==> src/rtl/reg_scoreboard_pkg.sv <==
// Shared sizing for the register scoreboard: regfile geometry and the
// width of the per-register outstanding-write counters.
package reg_scoreboard_pkg;
  localparam int REG_ADDR_SIZE = 4;
  localparam int REG_SIZE      = 32;
  localparam int SB_CNT_SIZE   = 2;

  localparam int NUM_REGS = 32;
  localparam int ADDR_W   = REG_ADDR_SIZE + 1;
  localparam int CNT_W    = SB_CNT_SIZE;
endpackage

==> src/rtl/reg_scoreboard_counter.sv <==
// Per-register outstanding-write counter. Simultaneous inc and dec leave the
// count unchanged, and a dec at zero is ignored.
module sb_counter #(
  parameter int CNT_W = 2
) (
  input  logic             clk,
  input  logic             reset,
  input  logic             clr,
  input  logic             inc,
  input  logic             dec,
  output logic [CNT_W-1:0] count,
  output logic             nonzero,
  output logic             full
);
  always_ff @(posedge clk) begin
    if (reset || clr)
      count <= '0;
    else if (inc && !dec)
      count <= count + 1'b1;
    else if (dec && !inc && count != '0)
      count <= count - 1'b1;
  end

  assign nonzero = (count != '0);
  assign full    = (count == {CNT_W{1'b1}});
endmodule

==> src/rtl/reg_scoreboard.sv <==
// Issue-side RAW/saturation hazard controller for the 2R/1W regfile.
// A same-cycle writeback is bypassed into the hazard check.
import reg_scoreboard_pkg::*;

module reg_scoreboard #(
  parameter int NUM_REGS = reg_scoreboard_pkg::NUM_REGS,
  parameter int ADDR_W   = reg_scoreboard_pkg::ADDR_W,
  parameter int CNT_W    = reg_scoreboard_pkg::CNT_W
) (
  input  logic                clk,
  input  logic                reset,
  input  logic                flush,
  input  logic                issue_valid,
  output logic                issue_ready,
  input  logic [ADDR_W-1:0]   issue_rs1,
  input  logic [ADDR_W-1:0]   issue_rs2,
  input  logic                issue_use_rs1,
  input  logic                issue_use_rs2,
  input  logic [ADDR_W-1:0]   issue_rd,
  input  logic                issue_wr,
  input  logic                wb_valid,
  input  logic [ADDR_W-1:0]   wb_addr,
  output logic                hazard_rs1,
  output logic                hazard_rs2,
  output logic [NUM_REGS-1:0] busy_vec,
  output logic                wb_underflow
);
  logic [NUM_REGS-1:0][CNT_W-1:0] cnt;
  logic [NUM_REGS-1:0]            nonzero;
  logic [NUM_REGS-1:0]            full;
  logic                           fire;
  logic                           sat;
  logic [CNT_W-1:0]               eff_rs1, eff_rs2, eff_rd;

  // x0 is never tracked
  assign cnt[0]     = '0;
  assign nonzero[0] = 1'b0;
  assign full[0]    = 1'b0;

  for (genvar r = 1; r < NUM_REGS; r++) begin : g_cnt
    logic inc, dec;
    assign inc = fire && issue_wr && (issue_rd == ADDR_W'(r));
    assign dec = wb_valid && (wb_addr == ADDR_W'(r)) && nonzero[r];

    sb_counter #(.CNT_W(CNT_W)) u_cnt (
      .clk     (clk),
      .reset   (reset),
      .clr     (flush),
      .inc     (inc),
      .dec     (dec),
      .count   (cnt[r]),
      .nonzero (nonzero[r]),
      .full    (full[r])
    );
  end

  // Effective count: registered count minus a retiring writeback this cycle
  always_comb begin
    eff_rs1 = cnt[issue_rs1];
    eff_rs2 = cnt[issue_rs2];
    eff_rd  = cnt[issue_rd];
    if (wb_valid && wb_addr == issue_rs1 && nonzero[issue_rs1]) eff_rs1 = eff_rs1 - 1'b1;
    if (wb_valid && wb_addr == issue_rs2 && nonzero[issue_rs2]) eff_rs2 = eff_rs2 - 1'b1;
    if (wb_valid && wb_addr == issue_rd  && nonzero[issue_rd])  eff_rd  = eff_rd  - 1'b1;
  end

  assign hazard_rs1  = issue_use_rs1 && (issue_rs1 != '0) && (eff_rs1 != '0);
  assign hazard_rs2  = issue_use_rs2 && (issue_rs2 != '0) && (eff_rs2 != '0);
  assign sat         = issue_wr && (issue_rd != '0) && (eff_rd == {CNT_W{1'b1}});
  assign issue_ready = !hazard_rs1 && !hazard_rs2 && !sat && !flush && !reset;
  assign fire        = issue_valid && issue_ready;
  assign busy_vec    = nonzero;

  // Sticky; flush keeps it so a kill cannot hide a retirement bug
  always_ff @(posedge clk) begin
    if (reset)
      wb_underflow <= 1'b0;
    else if (!flush && wb_valid && wb_addr != '0 && !nonzero[wb_addr])
      wb_underflow <= 1'b1;
  end

  logic unused;
  assign unused = ^full;
endmodule
==> config.mk <==
export PLATFORM = sky130hd
export DESIGN_NAME = reg_scoreboard
export DESIGN_NICKNAME = d
export VERILOG_FILES = /design/src/rtl/reg_scoreboard_pkg.sv /design/src/rtl/reg_scoreboard_counter.sv /design/src/rtl/reg_scoreboard.sv
export SDC_FILE = /design/constraint.sdc
export NUM_CORES = 1
export LEC_CHECK = 0
export CAP_MARGIN = 25
export CELL_PAD_IN_SITES_DETAIL_PLACEMENT = 2
export CELL_PAD_IN_SITES_GLOBAL_PLACEMENT = 2
export CORE_MARGIN = 4
export CORE_UTILIZATION = 38
export DETAILED_ROUTE_END_ITERATION = 6
export PLACE_DENSITY_LB_ADDON = 0.1
export SLEW_MARGIN = 40
export SYNTH_ARGS = -nofsm -noshare
export SYNTH_HDL_FRONTEND = slang
export SYNTH_SLANG_ARGS = --single-unit
==> constraint.sdc <==
create_clock -name clk -period 9.3 [get_ports clk]
set_input_delay 1.86 -clock clk [delete_from_list [all_inputs] [get_ports clk]]
set_output_delay 1.86 -clock clk [all_outputs]
set_load 0.005 [all_outputs]
---- Yosys cells after proc, flatten, opt, wreduce, memory -nomap -nowiden ----
Index checks and enable logic that the tools add are counted.
Widths: inputs -> output; s select.
operators by class
  reductions and logical operators ........ 344
  add/sub/neg operators ................... 65
  multiplexer cells ....................... 79
  $lt $le $gt $ge ......................... 4
  eq/ne operators ......................... 66
operator list
  operator             number
  $logic_and 1x1->1    207
  $eq 5x5->1 const B   32
  $mux 2               68
  $reduce_bool 2->1    64
  $eq 5x4->1 const B   16
  $logic_not 1->1      68
  $sub 2x1->2 const B  34
  $add 2x1->2 const B  31
  $eq 5x3->1 const B   8
  $bmux 2 s5           3
  $lt 5x6->1 const B   4
  $bmux 1 s5           4
  $eq 5x2->1 const B   4
  $reduce_bool 5->1    4
  $eq 5x5->1           3
  $eq 5x1->1 const B   2
  $mux 1               4
  $eq 2x2->1 const B   1
  $logic_or 1x1->1     1
storage, ports and cells
  word-level logic and storage cells ...... 590
  register bits ........................... 63
  bits of input ports ..................... 28
  output and inout bits ................... 36

---- Depth between registers and ports, before layout ----
Gate-level depths: netlist of run 1.
  word-level depth ........................ 20
  gate-level depth with buffers ........... 14
  depth with buffers taken out ............ 10

---- Hierarchy ----
Synthesis of run 1 repeated with hierarchy kept, for this count alone.
second synthesis, totals
  cells, all modules ...................... 837
  area total of the unflattened synthesis .. 7653.6 um2
modules (own cells, without submodules)
  module          instances  seq. area each (um2)  area each (um2)  cells each
  reg_scoreboard  1          20.0                  3891.2           403
  sb_counter      31         40.0                  121.4            14

---- Worst setup path after synthesis of run 1 ----
OpenSTA, ideal clock, no wires.
  path type ............................... input port to output port
  start point ............................. input issue_rs1[1]
  end point ............................... output issue_ready
  data required time ...................... 7440 ps
  arrival time ............................ 4344 ps
  buffers on the path ..................... 3
  path slack .............................. 3096 ps
  stages .................................. 10
  cell sequence ........................... buf_2 buf_1 clkbuf_1 o21ai_0 a32o_1 a21o_1 a32oi_1 mux2_2 a211o_1 nor3_1
on the way
  word-level cells in the longest chain between the ends .. 11
  elaborated cells between the ends (all ways) .. 18
  classes of those cells .................. add/sub: 1; eq/ne: 1; mux: 5; reduce/logical: 11
RTL lines
  what                                                  line                  text
  start, declared                                       reg_scoreboard.sv:15  input logic [ADDR_W-1:0] issue_rs1,
  $bmux 2 s5 (tied with other cells)                    reg_scoreboard.sv:59  eff_rs1 = cnt[issue_rs1];
  $mux 2 (implied by the code) (tied with other cells)  reg_scoreboard.sv:59
  $sub 2x1->2 or $logic_and 1x1->1 (tied branches)      reg_scoreboard.sv:62  if (wb_valid && wb_addr == issue_rs1 && nonzero[issue_rs1]) eff_rs1 = eff_rs1 - 1'b1;
  $mux 2                                                reg_scoreboard.sv:62
  $reduce_bool 2->1                                     reg_scoreboard.sv:67  assign hazard_rs1 = issue_use_rs1 && (issue_rs1 != '0) && (eff_rs1 != '0);
  $logic_and 1x1->1 (*)                                 reg_scoreboard.sv:67
  named net hazard_rs1                                  reg_scoreboard.sv:23  output logic hazard_rs1,
  $logic_not 1->1 (*)                                   reg_scoreboard.sv:70  assign issue_ready = !hazard_rs1 && !hazard_rs2 && !sat && !flush && !reset;
  $logic_and 1x1->1 (*) (4 in a row)                    reg_scoreboard.sv:70
  end, declared                                         reg_scoreboard.sv:14  output logic issue_ready,
The timed path passes the listed nets; every way through them passes the cells marked *. The select of a mux whose other input is x is not followed.

---- Final worst setup path of run 1 ----
  start point ............................. input issue_rs1[0]
  end point ............................... output issue_ready
on the way
  word-level cells in the longest chain between the ends .. 11
  elaborated cells between the ends (all ways) .. 18
  classes of those cells .................. add/sub: 1; eq/ne: 1; mux: 5; reduce/logical: 11
RTL lines
  what                                                  line
  $bmux 2 s5 (tied with other cells)                    reg_scoreboard.sv:59
  $mux 2 (implied by the code) (tied with other cells)  reg_scoreboard.sv:59
  $sub 2x1->2 or $logic_and 1x1->1 (tied branches)      reg_scoreboard.sv:62
  $mux 2                                                reg_scoreboard.sv:62
  $reduce_bool 2->1                                     reg_scoreboard.sv:67
  $logic_and 1x1->1 (*)                                 reg_scoreboard.sv:67
  $logic_not 1->1 (*)                                   reg_scoreboard.sv:70
  $logic_and 1x1->1 (*) (4 in a row)                    reg_scoreboard.sv:70
Mark *: on every way between the ends. The rest lies on a longest branch, timed or not. The select of a mux whose other input is x is not followed.

==> results of run 1 <==
==> layout make-up <==
type                       count  area, um2  area share (%)
tap                          225        282            3.70
multi-input combinational    655       4870            63.9
clock inverter                 6       86.3            1.13
timing repair buffer          82        761            9.99
inverter                      35        131            1.73
clock buffer                   9        225            2.96
sequential                    63       1260            16.6
==> cells by family (layout without fill, tap and decap cells) <==
group	count (synthesis)	after routing	synth area share, %
AND/OR/NAND/NOR	343	343	27.3
AO/OA/AOI/OAI	230	230	21.8
buffers and inverters	149	132	10.5
multiplexers	64	64	19.6
flip-flops	63	63	18.5
XOR/XNOR	17	17	2.18
other	1	1	0.0550
==> per-layer routing <==
metal / share of wire, % / vias to the layer above / routed length [um] / GRT usage (%)
li1: - / 3181 / - / -
met1: 42 / 3855 / 13400 / 42.1
met2: 48 / 304 / 15400 / 52.9
met3: 7.4 / 59 / 2390 / 6.12
met4: 3.1 / 2 / 996 / 10.9
met5: 0.040 / - / 13 / 0
==> path summary, 6_finish.rpt <==
path,start,end,slack (ns),cells after the start
setup / recovery,issue_rs1[0],issue_ready,1.70,11
hold / removal,wb_underflow,wb_underflow,0.58,2
setup reg to reg,g_cnt[12].u_cnt.count[0],g_cnt[22].u_cnt.count[0],5.35,10
hold reg to reg,wb_underflow,wb_underflow,0.58,2
==> synthesized netlist by cell type (4+ instances only) <==
master | instances | share of area [%]
buf_4 | 38 | 4.2
o211ai_1 | 20 | 2.2
mux2_2 | 7 | 1.2
a31oi_1 | 19 | 1.7
a21o_1 | 4 | 0.44
o21bai_1 | 16 | 1.8
nand3_1 | 47 | 3.5
o311ai_0 | 5 | 0.64
nand2b_1 | 4 | 0.37
o221ai_1 | 5 | 0.64
nor3_1 | 46 | 3.4
buf_1 | 8 | 0.44
buf_2 | 13 | 0.95
nor2b_1 | 11 | 1.0
o2111ai_1 | 12 | 1.5
dfxtp_1 | 63 | 19
o21ai_0 | 62 | 4.6
a22o_1 | 4 | 0.51
mux4_2 | 55 | 18
nand4_1 | 6 | 0.55
nand4b_1 | 6 | 0.77
nor3b_1 | 16 | 1.8
and2_1 | 27 | 2.5
inv_1 | 35 | 1.9
nor4bb_1 | 5 | 0.73
nand2_1 | 64 | 3.5
a221oi_1 | 4 | 0.51
and3_1 | 10 | 0.92
and4_1 | 15 | 1.9
xor2_1 | 6 | 0.77
a21oi_1 | 52 | 3.8
clkbuf_1 | 55 | 3.0
nor4_1 | 5 | 0.46
and4b_1 | 4 | 0.59
nor2_1 | 62 | 3.4
a22oi_1 | 6 | 0.66
xnor2_1 | 11 | 1.4
==> registers in the layout, indices dropped and copies added (netlist names) <==
signal	flops
g_cnt.u_cnt.count	62
wb_underflow	1
==> worst reg2reg max path: stages (launching register included) <==
cell	delay [ns]
dfxtp_1	0.60
nor2_1	0.24
mux4_2	0.57
o21a_1	0.20
a221o_1	0.40
a211oi_1	0.37
o2111ai_1	0.37
nor3_4	0.25
buf_4	0.42
and3_1	0.31
nor3_1	0.06
==> power by group <==
group          switching [mW]  internal, mW
registers            0.000651         0.270
logic                  0.0866        0.0467
clock network           0.141         0.233
==> layout by cell type, fill, tap and decap left out, types with 19 or more instances in the layout <==
cell and n:
mux4_2 55, nor3_1 45, buf_4 20, inv_1 35
nor2_1 60, o211ai_1 20, nand2_1 64, clkdlybuf4s50_1 60
a21oi_1 52, dfxtp_1 63, a31oi_1 19, and2_1 27
nand3_1 47, o21ai_0 62
==> impl_metrics.toml, run 1 <==
[power_and_ir_drop]
p_leak_nw = 2.52
powerDensity_nw_per_um2 = 102
peakVddDrop_mv = 0.0786
total_power_uw = 778

[critical_path]
crit_fanout = 15
cp-start-kind = "input pin"
crit_arrival_ns = 5.74
worst_path_most_repeated_cell = "clkdlybuf4s50_1"
critical-path-max-stage-delay_ns = 0.97
path_buf_inv = 3
slowest_stage = "clkdlybuf4s50_1"
crit_required_ns = 7.44
path_delay_family = "buffers and inverters"
end_kind = "output port"
worstSetupPathType = "in2out"
crit_chain = "clkdlybuf4s50_1 > buf_4 > nor3b_1 > o21ai_0 > a32o_1 > a21o_1 > a32oi_1 > mux2_2 > a211o_1 > nor3_1 > clkdlybuf4s50_1"

[timing]
worst_slack_ns = 1.70
period_share_pct = 81.7
timing.fmax_mhz = 132
whs_ns = 0.581
finalMaxSlewViolations = 0
finalSetupTns_ns = 0
setup_viol = 0
worstMarginPinSlew_ns = 0.807
slew_headroom_pct = 46.1
fin_worst_skew_ns = 0.00764
period_minus_slack_ns = 7.60
rsz0062_at_grt = "no"
hold_violations = 0

[floorplanning]
io_pins = 64
chipWidth_um = 142
rows = 48
core_area_um2 = 17400
die-area_um2 = 20100
die_y_um = 142
initial_utilization_pct = 39.1

[yosys]
seq_area_frac_synth_pct = 18.5
synth.distinct_cells = 58
yosysWarnings = 0
syn_area_um2 = 6820
ys.flop_type = "dfxtp_1"
synth_edf_count = 0
syn_inst = 867
syn-num-nets = 895
avgSynthCellArea_um2 = 7.86
ys_seq_elements = 63
synthArstFlopShare_pct = 0

[clock_tree]
root_buffer = "clkbuf_16"
cts_tree = "done"
cts_resized = 0
cts_setup_buffers = 0
insertion_delay_ns = 0.35
cts_sinks = 63
ctsHoldBuffers = 0
cts_buffers = 9
ctsHtreeMaxLevel = 3
clk_pin_slew_worst_paths_ns = 0.06
cts.path.max_buffers = 2

[final_layout]
fin_util_pct = 43.7
nNetsFinal = 874
final_cells = 1075
areaGrowthSynthToFinish_pct = 11.7
final_cell_area_um2 = 7610
num_antenna_cells = 0
layout-drive-gt1-share_pct = 14.1
fillers = 1974

[place]
dp_cells = 1060
dp_hpwl_mm = 24.2
gp_routability_congestion = 0.990
placed_cell_area_um2 = 7290
dp_slack_ns = 1.70
portBuffers = 62

[route]
wl_mm = 32.2
drt_iter0_drc = 733
vias = 7401
ant_nets = 0
dr.pass1.iters = 7
vias_per_cell = 6.88
drc = 0
wl_per_cell_um = 30.0

[global_route]
antenna_found_initial = 1
grt_max_degree = 59
overflow = 0
grt_pass1_vias = 7691
grt_usage_pct = 32.0
grt_pass1_wl_mm = 48.7

[status]
status = "complete, no violations"

[job]
drv_cap = 0

[min_path]
hp-class = "reg2reg"
(Power assumes the default switching activity.)
==> run 2, diff against run 1 <==
CORE_UTILIZATION = 32   (was 38)
clock period = 6.2 ns   (was 9.3 ns; I/O delays follow)
==> run 2 against run 1 <==
Against the previous run: register-to-register slack got worse by 3.0 ns; power up 46%; critical path type unchanged; clock skew rose by 0.0023 ns; final area grew 2.7%; count of clock-buffer cells in the layout grew 2; highest routed layer is now met4; die area rose by 18%; first-iteration DRC count decreased by 9.4%; utilization fell by 6.4 points; worst hold slack got worse by 0.10 ns; worst setup slack got worse by 1.5 ns.
==> impl_metrics.toml, run 2 (synthesis gave the netlist of run 1 again) <==
[place]
dp_slack_ns = 0.203
gp_routability_congestion = 1.01
dp_cells = 1129
portBuffers = 62
placed_cell_area_um2 = 7530
dp_hpwl_mm = 25.3

[power_and_ir_drop]
peakVddDrop_mv = 0.105
p_leak_nw = 2.61
total_power_mw = 1.13
powerDensity_nw_per_um2 = 145

[final_layout]
final_cell_area_um2 = 7820
areaGrowthSynthToFinish_pct = 14.8
nNetsFinal = 893
final_common_cell = "nand2_1"
regMostFlops = "g_cnt.u_cnt.count"
largest_reg_flops = 62
fin_util_pct = 37.3
num_antenna_cells = 0
layout-drive-gt1-share_pct = 15.1
biggestRegsByFlops = "g_cnt.u_cnt.count (62), wb_underflow (1)"
final_cell_mix = "nand2_1, dfxtp_1, o21ai_0, clkdlybuf4s50_1, nor2_1"
final_cells = 1144

[clock_tree]
clk_pin_slew_worst_paths_ns = 0.06
ctsHtreeMaxLevel = 3
ctsHoldBuffers = 0
root_buffer = "clkbuf_16"
cts_buffers = 9
cts_resized = 0
cts_sinks = 63
cts_setup_buffers = 0
cts_tree = "done"
cts.path.max_buffers = 2
insertion_delay_ns = 0.35

[route]
wl_per_cell_um = 29.1
wl_mm = 33.3
ant_nets = 0
drt_iter0_drc = 664
drc = 0
vias = 7527
vias_per_cell = 6.58
dr.pass1.iters = 5

[critical_path]
crit_required_ns = 4.96
critical-path-max-stage-delay_ns = 0.77
crit_chain = "clkdlybuf4s50_1 > mux4_2 > mux4_2 > mux2i_1 > nor2_1 > mux2_2 > a211o_1 > nor3_1 > clkdlybuf4s50_1"
path_delay_family = "multiplexers"
end_kind = "output port"
reg2reg_slack_ns = 2.32
slowest_stage = "clkdlybuf4s50_1"
r2r_cells = 10
worstSetupPathType = "in2out"
r2r-start = "g_cnt[12].u_cnt.count[0]"
crit_arrival_ns = 4.80
path_buf_inv = 2
timing.rr.end = "g_cnt[21].u_cnt.count[1]"
crit_fanout = 7
cp-start-kind = "input pin"

[floorplanning]
initial_utilization_pct = 32.5
die-area_um2 = 23700
io_pins = 64
core_area_um2 = 21000
die_y_um = 154
rows = 53
chipWidth_um = 154

[status]
status = "complete, no violations"

[timing]
hold_violations = 0
worstMarginPinSlew_ns = 0.820
setup_viol = 0
rsz0062_at_grt = "no"
worst_slack_ns = 0.163
slew_headroom_pct = 44.8
period_minus_slack_ns = 6.04
whs_ns = 0.478
timing.fmax_mhz = 166
finalSetupTns_ns = 0
period_share_pct = 97.4
fin_worst_skew_ns = 0.00994
finalMaxSlewViolations = 0

[job]
drv_cap = 0

[global_route]
grt_pass1_wl_mm = 50.7
overflow = 0
grt_usage_pct = 27.9
antenna_found_initial = 0
grt_pass1_vias = 8095
grt_max_degree = 59

[min_path]
min_path_cells = 2
hold_path_end = "wb_underflow"
hp-class = "reg2reg"
hp-start = "wb_underflow"
run 2: report_power, final:
part | leakage (nW) | internal (mW) | switching (mW)
combinational | 1.97 | 0.0800 | 0.131
sequential | 0.507 | 0.405 | 0.000637
clock | 0.135 | 0.308 | 0.209
total | 2.61 | 0.794 | 0.340
run 2: worst max path at each step:
stage | from | end | depth (start not counted)
2_1_floorplan | issue_rs1[1] | issue_ready | 10
3_3_place_gp | issue_rs2[0] | issue_ready | 9
3_5_place_dp | issue_rs1[2] | issue_ready | 9
4_1_cts | issue_rs1[2] | issue_ready | 9
5_1_grt | issue_rs1[2] | issue_ready | 9
6_report | issue_rs1[2] | issue_ready | 9
run 2: per-layer routing:
| layer | GRT usage [%] | wire length, um | share of wire (%) | vias up |
|---|---|---|---|---|
| met2 | 45.7 | 15600 | 47 | 324 |
| met3 | 4.36 | 2190 | 6.6 | 91 |
| met4 | 13.8 | 1760 | 5.3 | 0 |
| li1 | - | - | - | 3212 |
| met1 | 35.7 | 13800 | 41 | 3900 |
| met5 | 0 | 0 | 0 | - |
run 2: layout make-up:
cell class | count | area (um2)
Clock inverter | 4 | 47.5
Fill cell | 2427 | 13100
Inverter | 35 | 131
Tap cell | 275 | 344
Multi-Input combinational cell | 655 | 4850
Clock buffer | 11 | 233
Sequential cell | 63 | 1260
Timing Repair Buffer | 101 | 951
run 2: worst register-to-register path, delay by kind of cell (launching register included):
family | cells | cell delay (ns)
compound gates | 6 | 1.53
buf+inv | 1 | 0.18
flops | 1 | 0.61
mux | 1 | 0.52
simple gates | 2 | 0.98
